File: src/rtl/pwm_dac.sv
// rtl/pwm_dac.sv - PWM DAC turning NCO codes into fixed-length PWM windows on a single pin
// Optional sample counter output enabled by defining PWM_DAC_SAMPLE_COUNT_EN.
module pwm_dac #(
    parameter int CODE_WIDTH        = 10,
    parameter int CYCLES_PER_WINDOW = 1024,
    parameter int CNT_WIDTH         = $clog2(CYCLES_PER_WINDOW)
) (
    input  logic                  clk,
    input  logic                  rst_n,
    input  logic                  en,
    input  logic [CODE_WIDTH-1:0] code,
    output logic                  next_sample,
    output logic                  pwm,
    output logic                  active
`ifdef PWM_DAC_SAMPLE_COUNT_EN
    ,
    output logic [31:0]           sample_count
`endif
);

    localparam logic [CNT_WIDTH-1:0] CNT_LAST   = CNT_WIDTH'(CYCLES_PER_WINDOW - 1);
    localparam logic [CNT_WIDTH-1:0] CNT_STROBE = CNT_WIDTH'(CYCLES_PER_WINDOW - 2);

    typedef enum logic {
        IDLE = 1'b0,
        RUN  = 1'b1
    } state_t;

    state_t                  state_q, state_d;
    logic [CNT_WIDTH-1:0]    cnt_q, cnt_d;
    logic [CODE_WIDTH-1:0]   code_q, code_d;
    logic                    pwm_q, pwm_d;
    logic                    next_sample_q, next_sample_d;
    logic [CODE_WIDTH-1:0]   cnt_ext;

    always_comb begin
        state_d = state_q;
        cnt_d   = cnt_q;
        code_d  = code_q;
        case (state_q)
            IDLE: begin
                cnt_d = '0;
                if (en) begin
                    state_d = RUN;
                    code_d  = code;
                end
            end
            RUN: begin
                if (cnt_q == CNT_LAST) begin
                    cnt_d = '0;
                    if (en) begin
                        code_d = code;
                    end else begin
                        state_d = IDLE;
                    end
                end else begin
                    cnt_d = cnt_q + CNT_WIDTH'(1);
                end
            end
            default: begin
                state_d = IDLE;
                cnt_d   = '0;
            end
        endcase
    end

    // Outputs are computed from next-state values so the registered pwm lines up with cnt.
    always_comb begin
        cnt_ext       = CODE_WIDTH'(cnt_d);
        pwm_d         = (state_d == RUN) && (cnt_ext < code_d);
        next_sample_d = (state_d == RUN) && (cnt_d == CNT_STROBE) && en;
    end

    always_ff @(posedge clk or negedge rst_n) begin
        if (!rst_n) begin
            state_q       <= IDLE;
            cnt_q         <= '0;
            code_q        <= '0;
            pwm_q         <= 1'b0;
            next_sample_q <= 1'b0;
        end else begin
            state_q       <= state_d;
            cnt_q         <= cnt_d;
            code_q        <= code_d;
            pwm_q         <= pwm_d;
            next_sample_q <= next_sample_d;
        end
    end

    assign pwm         = pwm_q;
    assign next_sample = next_sample_q;
    assign active      = (state_q == RUN);

`ifdef PWM_DAC_SAMPLE_COUNT_EN
    logic        latch;
    logic [31:0] sample_count_q, sample_count_d;

    // A code latch happens on window start from IDLE and on every enabled wrap.
    always_comb begin
        latch          = en && ((state_q == IDLE) || (cnt_q == CNT_LAST));
        sample_count_d = sample_count_q + 32'(latch);
    end

    always_ff @(posedge clk or negedge rst_n) begin
        if (!rst_n) begin
            sample_count_q <= '0;
        end else begin
            sample_count_q <= sample_count_d;
        end
    end

    assign sample_count = sample_count_q;
`endif

endmodule

File: config.mk
export PLATFORM = sky130hd
export DESIGN_NAME = pwm_dac
export DESIGN_NICKNAME = d
export VERILOG_FILES = /design/src/rtl/pwm_dac.sv
export SDC_FILE = /design/constraint.sdc
export NUM_CORES = 1
export LEC_CHECK = 0
export BUFFER_PORTS_ARGS = -buffer_cell sky130_fd_sc_hd__buf_4
export CORE_MARGIN = 3
export CORE_UTILIZATION = 30
export CTS_BUF_LIST = sky130_fd_sc_hd__clkbuf_8
export CTS_CLUSTER_DIAMETER = 100
export DETAILED_ROUTE_END_ITERATION = 10
export MAX_ROUTING_LAYER = met4
export PLACE_DENSITY_LB_ADDON = 0.25
export SYNTH_ARGS = -nofsm -noshare
export SYNTH_HDL_FRONTEND = slang
export SYNTH_SLANG_ARGS = --single-unit
File: constraint.sdc
create_clock -name clk -period 7.4 [get_ports clk]
set_input_delay 0.37 -clock clk [delete_from_list [all_inputs] [get_ports clk]]
set_output_delay 0.37 -clock clk [all_outputs]
set_load 0.1 [all_outputs]
# Yosys cells after proc, flatten, opt, wreduce, memory -nomap -nowiden
# Index checks and enable logic that the tools add are counted.
# op_classes
n_addsub	1
n_mul	0
n_div	0
order_cmp	1
eq_ne	2
shifts	0
n_mux	8
n_bitwise	1
reduce_logical	3
# op_table
cell	n
$pmux 10 s2	2
$mux 10	3
$eq 10x10->1 const B	2
$add 10x1->10 const B	1
$lt 10x10->1	1
$logic_and 1x1->1	3
$mux 1	2
$pmux 1 s2	1
$not 1->1	1
# totals
register_bits	23
latchBits	0
ram_bits	0
rom_bits	0
output_inout_bits	3
elab_cells	21
mem_count	0

# Longest topological paths before layout
# logic_depth
depth_word	6
mapped_depth	11

# Worst setup path after synthesis
# OpenSTA, ideal clock, no wires.
# synth_path
kind	flip-flop to flip-flop
start	reg state_q, in the netlist active
end	reg pwm_q, in the netlist pwm
setup_ns	0.077
t_arrival_ns	2.565
path_slack_ns	4.758
stages_incl_launch_ff	10
path_buffers	0
period_less_slack_ns	2.642
cell_sequence	dfrtp_1 o31ai_4 nand2_4 mux2i_1 ha_1 a21oi_1 nor2_1 a211oi_1 o211ai_1 a21oi_1
# synth_via
elab_chain_len	4
elab_cells_between_ends	6
classes_between	order compare (1); mux (3); bitwise (1); reduce/logical (1)
# synth_rtl
element	line	rtl
start, declared	29	state_t state_q, state_d;
start signal, assigned	82	state_q <= state_d;
$not 1->1	--	
$pmux 10 s2	40	case (state_q)
$lt 10x10->1	70	pwm_d = (state_d == RUN) && (cnt_ext < code_d);
$logic_and 1x1->1 (*)	70	
via pwm_d	32	logic pwm_q, pwm_d;
end signal, assigned	85	pwm_q <= pwm_d;
end, declared	32	
# The timed path passes the listed nets; every way through them passes the cells marked *.

# Final worst setup path
# layout_path
start	reg cnt_q[0]
end	reg pwm_q, in the netlist pwm
# layout_via
elab_chain_len	5
elab_cells_between_ends	10
classes_between	add/sub (1); order compare (1); eq/ne (1); mux (6); reduce/logical (1)
# layout_rtl
element	line	rtl
start, declared	30	logic [CNT_WIDTH-1:0] cnt_q, cnt_d;
start signal, assigned	83	cnt_q <= cnt_d;
$add 10x1->10 or $eq 10x10->1 (tied branches)	57, 49	
$mux 10	49	if (cnt_q == CNT_LAST) begin
$pmux 10 s2	40	
$lt 10x10->1	70	
$logic_and 1x1->1 (*)	70	
via pwm_d	32	
# Marks and branches as above.

==> impl_results.html <==
<table>
<tr><th>Metric</th><th>Value</th></tr>
<tr><th colspan="2">Yosys</th></tr>
<tr><td>Post-synthesis share of cell area spent on full adders, half adders and majority gates</td><td>10.4%</td></tr>
<tr><td>Count of mapped cells out of synthesis</td><td>111</td></tr>
<tr><td>Synthesized area divided by synthesized cell count</td><td>10.8 um2</td></tr>
<tr><td>Compound-gate portion of the synthesized area</td><td>7.91%</td></tr>
<tr><td>Combinational family with the most area after synthesis</td><td>simple AND/OR/NAND/NOR gates</td></tr>
<tr><td>Leading area contributor after synthesis</td><td>sky130_fd_sc_hd__dfrtp_1</td></tr>
<tr><td>Share of synthesized area spent on multiplexers</td><td>roughly 9%</td></tr>
<tr><td>Post-synthesis instance area</td><td>between 1000 and 1500 um2</td></tr>
<tr><td>Fraction of synthesized cell area in xor and xnor cells</td><td>5.83%</td></tr>
<tr><td>Simple-gate portion of the synthesized area</td><td>between 10% and 20%</td></tr>
<tr><td>Dominant cells by area after synthesis</td><td>sky130_fd_sc_hd__dfrtp_1 48%, sky130_fd_sc_hd__ha_1 10%, sky130_fd_sc_hd__mux2i_1 8.3%, sky130_fd_sc_hd__inv_1 3.7%, sky130_fd_sc_hd__nor2_1 3.1%</td></tr>
<tr><td>Share of the synthesized area in the top cell type</td><td>between 40% and 50%</td></tr>
<tr><td>Yosys reg bits</td><td>23</td></tr>
<tr><td>Warnings from Yosys</td><td>0</td></tr>
<tr><td>Proportion of synthesized chip area in sequential cells</td><td>around 48%</td></tr>
<tr><td>Net count after synthesis</td><td>roughly 130</td></tr>
<tr><td>Distinct cell type count after synthesis</td><td>28</td></tr>
<tr><th colspan="2">GRT</th></tr>
<tr><td>Met1 Track Usage GR</td><td>between 10% and 20%</td></tr>
<tr><td>Number of global-route vias before repair</td><td>882</td></tr>
<tr><td>Overflow after GRT</td><td>0</td></tr>
<tr><td>Antenna violations before repair</td><td>0</td></tr>
<tr><td>Total routing usage reported by global routing</td><td>around 11%</td></tr>
<tr><td>First-pass GRT wire length</td><td>4230 um</td></tr>
<tr><td>Met3 track demand over resource</td><td>around 1%</td></tr>
<tr><td>Global-route met2 utilization</td><td>17.2%</td></tr>
<tr><td>Largest net degree at the start of global routing</td><td>24</td></tr>
<tr><td>Grt peak-use layer</td><td>met2</td></tr>
<tr><th colspan="2">Clock network</th></tr>
<tr><td>Number of instances resized during post-cts repair</td><td>0</td></tr>
<tr><td>Number of clock sinks</td><td>23</td></tr>
<tr><td>H-Tree Level Count</td><td>1</td></tr>
<tr><td>Count of buffers added by post-CTS timing repair for setup</td><td>0</td></tr>
<tr><td>Num CTS Buffers</td><td>3</td></tr>
<tr><td>Clk buf depth</td><td>2</td></tr>
<tr><td>CTS tree</td><td>built</td></tr>
<tr><td>Buffer type at the clock tree root</td><td>sky130_fd_sc_hd__clkbuf_8</td></tr>
<tr><td>Clock network latency to the later pin of the worst-skew pair</td><td>0.26 ns</td></tr>
<tr><td>Clock transition at path regs</td><td>0.08 ns</td></tr>
<tr><th colspan="2">Routing</th></tr>
<tr><td>Final routed DRC violation total</td><td>0</td></tr>
<tr><td>DR pass1 iterations</td><td>2</td></tr>
<tr><td>Post-detailed-route via-to-cell ratio</td><td>4.76</td></tr>
<tr><td>Wirelength, routed</td><td>between 2000 and 2500 um</td></tr>
<tr><td>Routed WL per cell</td><td>13.2 um</td></tr>
<tr><td>Iteration-0 DRC Markers</td><td>38</td></tr>
<tr><td>Via Count</td><td>852</td></tr>
<tr><td>Routed Antenna Nets</td><td>0</td></tr>
<tr><th colspan="2">Setup path</th></tr>
<tr><td>Largest fanout on the critical path</td><td>10</td></tr>
<tr><td>Delay of the slowest critical-path stage</td><td>0.54 ns</td></tr>
<tr><td>Worst-path cell chain</td><td>ha_1, nand3_2, o31ai_4, nand2_4, mux2i_1, ha_1, a21oi_1, nor2_1, a211oi_1, o211ai_1, a21oi_1</td></tr>
<tr><td>Category of the worst setup path capture point</td><td>flip-flop</td></tr>
<tr><td>RR Startpoint</td><td>cnt_q[0]$_DFF_PN0_</td></tr>
<tr><td>Worst path required time</td><td>7.58 ns</td></tr>
<tr><td>Worst setup path class</td><td>reg2reg</td></tr>
<tr><td>Worst setup slack for register-to-register paths</td><td>4.52 ns</td></tr>
<tr><td>Worst reg2reg path depth</td><td>11</td></tr>
<tr><td>FF-to-FF End</td><td>pwm$_DFF_PN0_</td></tr>
<tr><td>WP data arrival</td><td>3.06 ns</td></tr>
<tr><td>Category of the worst setup path launch point</td><td>flip-flop</td></tr>
<tr><td>Master of the slowest instance on the critical path</td><td>sky130_fd_sc_hd__o31ai_4</td></tr>
<tr><th colspan="2">Timing</th></tr>
<tr><td>Period Utilization, post-route</td><td>38.9%</td></tr>
<tr><td>Post-layout min period</td><td>2.88 ns</td></tr>
<tr><td>Pin slew with the least headroom to its limit</td><td>approximately 0.5 ns</td></tr>
<tr><td>Setup Skew</td><td>0.00631 ns</td></tr>
<tr><td>Setup TNS after final layout</td><td>0 ns</td></tr>
<tr><td>Final setup violation count</td><td>0</td></tr>
<tr><td>Fmax achieved</td><td>348 MHz</td></tr>
<tr><td>Slew Viols, Final</td><td>0</td></tr>
<tr><td>Worst rel slew slack</td><td>around two thirds</td></tr>
<tr><td>Hold violation count in the final report</td><td>0</td></tr>
<tr><td>Setup repair after global routing missed its margin</td><td>no</td></tr>
<tr><th colspan="2">Pwr</th></tr>
<tr><td>Static Leakage</td><td>between 0.8 and 0.9 nW</td></tr>
<tr><td>VDD IR max</td><td>0.0555 mV</td></tr>
<tr><td>Final total power</td><td>0.212 mW</td></tr>
<tr><td>Power density over the cells</td><td>148 nW/um2</td></tr>
<tr><th colspan="2">Placed design</th></tr>
<tr><td>Count of buffers inserted at the top-level ports</td><td>15</td></tr>
<tr><td>Routability Congestion</td><td>0.755</td></tr>
<tr><td>DPL Wire Length</td><td>1850 um</td></tr>
<tr><td>Dpl cells</td><td>174</td></tr>
<tr><th colspan="2">Die</th></tr>
<tr><td>X dimension of the die</td><td>69.3 um</td></tr>
<tr><td># IOs</td><td>16</td></tr>
<tr><td>Initial cell density of the core</td><td>31.9%</td></tr>
<tr><td>Area of the core</td><td>3770 um2</td></tr>
<tr><td>FP Rows</td><td>22</td></tr>
<tr><td>Chip height</td><td>between 60 and 70 um</td></tr>
<tr><td>Total die area</td><td>4800 um2</td></tr>
<tr><th colspan="2">Worst hold path</th></tr>
<tr><td>Number of cells traversed by the worst hold path</td><td>2</td></tr>
<tr><td>Endpoint of the worst hold-timing path</td><td>code_q[0]$_DFF_PN0_</td></tr>
<tr><td>Min-Delay Startpoint</td><td>code[0]</td></tr>
<tr><td>Min-Delay Path Class</td><td>in2reg</td></tr>
<tr><th colspan="2">Finish</th></tr>
<tr><td>Final layout net count</td><td>155</td></tr>
<tr><td>Antenna fix cells</td><td>0</td></tr>
<tr><td>Layout cells sized above 1</td><td>16.8%</td></tr>
<tr><td>Layout Area Growth over Synthesis</td><td>19.0%</td></tr>
<tr><td>Number of standard cells in the layout, taps in and fillers out</td><td>approximately 180</td></tr>
<tr><th colspan="2">Run</th></tr>
<tr><td>Max-cap viol count</td><td>0</td></tr>
<tr><th colspan="2">Status</th></tr>
<tr><td>Status</td><td>finished, final reports clean</td></tr>
</table>
==> state kept, by name, summed over array words and instances, names as in the netlist <==
name	flops
active	1
code_q	10
next_sample	1
pwm	1
cnt_q	10
==> cell families after synthesis <==
| kind of cell | count (synthesis) |
|---|---|
| buffers and inverters | 12 |
| AND/OR/NAND/NOR | 35 |
| flip-flops | 23 |
| multiplexers | 11 |
| adder cells (fa/ha/maj) | 10 |
| XOR/XNOR | 8 |
| AO/OA/AOI/OAI | 12 |
==> critical path, delay by kind of cell, from the launching register on <==
| kind | cells | cell delay (ns) |
|---|---|---|
| compound gates | 5 | 1.14 |
| fa+ha+maj | 2 | 0.51 |
| simple gates | 3 | 0.45 |
| flops | 1 | 0.44 |
| mux | 1 | 0.26 |
==> synth_stat cells, drive strengths merged <==
master / n
xnor2: 4
a21oi: 4
nor2: 10
mux2: 1
o31ai: 1
mux2i: 10
or3: 1
nand3: 5
a211o: 1
nor2b: 1
o211ai: 2
xor2: 4
and2: 1
nand2: 8
o311a: 1
ha: 10
nor3: 1
inv: 12
nand3b: 1
a21boi: 1
a211oi: 1
dfrtp: 23
nand2b: 1
nor4: 2
nand4: 4
o21ai: 1
==> timing repair <==
action / 4_1_cts / 5_1_grt
hold buffers: 1 / 0
hold endpoints to repair: 14 / 0
endpoints found under the setup margin: 0 / 0
==> cells in the final DEF, fill, tap and decap left out, types with 2 or more instances in the layout <==
master	instances
sky130_fd_sc_hd__dfrtp_1	23
sky130_fd_sc_hd__buf_4	15
sky130_fd_sc_hd__inv_1	12
sky130_fd_sc_hd__nor2_1	10
sky130_fd_sc_hd__mux2i_1	10
sky130_fd_sc_hd__ha_1	10
sky130_fd_sc_hd__nand2_1	7
sky130_fd_sc_hd__nand4_1	4
sky130_fd_sc_hd__nand3_1	4
sky130_fd_sc_hd__xnor2_1	4
sky130_fd_sc_hd__xor2_1	4
sky130_fd_sc_hd__a21oi_1	4
sky130_fd_sc_hd__clkbuf_8	3
sky130_fd_sc_hd__nor4_1	2
sky130_fd_sc_hd__o211ai_1	2
==> where the power goes <==
group	internal [mW]	total (mW)	switching, mW
Combinational	0.00477	0.00865	0.00387
Sequential	0.126	0.126	0
Clock	0.0375	0.0774	0.0399
Total	0.168	0.212	0.0438
==> per-layer routing <==
metal | vias up | routed length [um] | share of wire (%)
met5 | - | 0 | 0
met4 | 0 | 30 | 1.3
met3 | 2 | 45 | 1.9
met2 | 9 | 1120 | 48
met1 | 414 | 1160 | 49
li1 | 427 | - | -
==> layout make-up <==
cell class	instances	area, um2
clock inverters	1	5.00
inverters	12	45.0
repair buffers	16	123
multi-input cells	76	582
well taps	48	60.1
clock buffers	3	41.3
flip-flops and latches	23	576
fillers	366	2340
==> stage by stage <==
| step | setup WS, ns | utilization, % | cell area (um2) | hold slack, ns |
|---|---|---|---|---|
| 4_1_cts | 4.47 | 38.0 | 1430 | 0.335 |
| 2_1_floorplan | 4.76 | - | 1200 | 0.0744 |
| 3_3_place_gp | 4.65 | 36.5 | 1380 | 0.284 |
| 3_5_place_dp | 4.51 | 36.5 | 1380 | 0.281 |
| 6_report | 4.52 | 38.0 | 1430 | 0.340 |
| 5_1_grt | 4.27 | 38.0 | 1430 | 0.327 |
==> how the worst max path moves through the flow <==
stage / slack, ns / from / end
final: 4.52 / cnt_q[0]$_DFF_PN0_ / pwm$_DFF_PN0_
after global routing: 4.27 / cnt_q[0]$_DFF_PN0_ / pwm$_DFF_PN0_
after CTS: 4.47 / cnt_q[0]$_DFF_PN0_ / pwm$_DFF_PN0_
after detailed placement: 4.51 / cnt_q[0]$_DFF_PN0_ / pwm$_DFF_PN0_
after global placement: 4.65 / cnt_q[0]$_DFF_PN0_ / pwm$_DFF_PN0_
after floorplan: 4.76 / active$_DFF_PN0_ / pwm$_DFF_PN0_
Power figures use the tool's default switching activity.
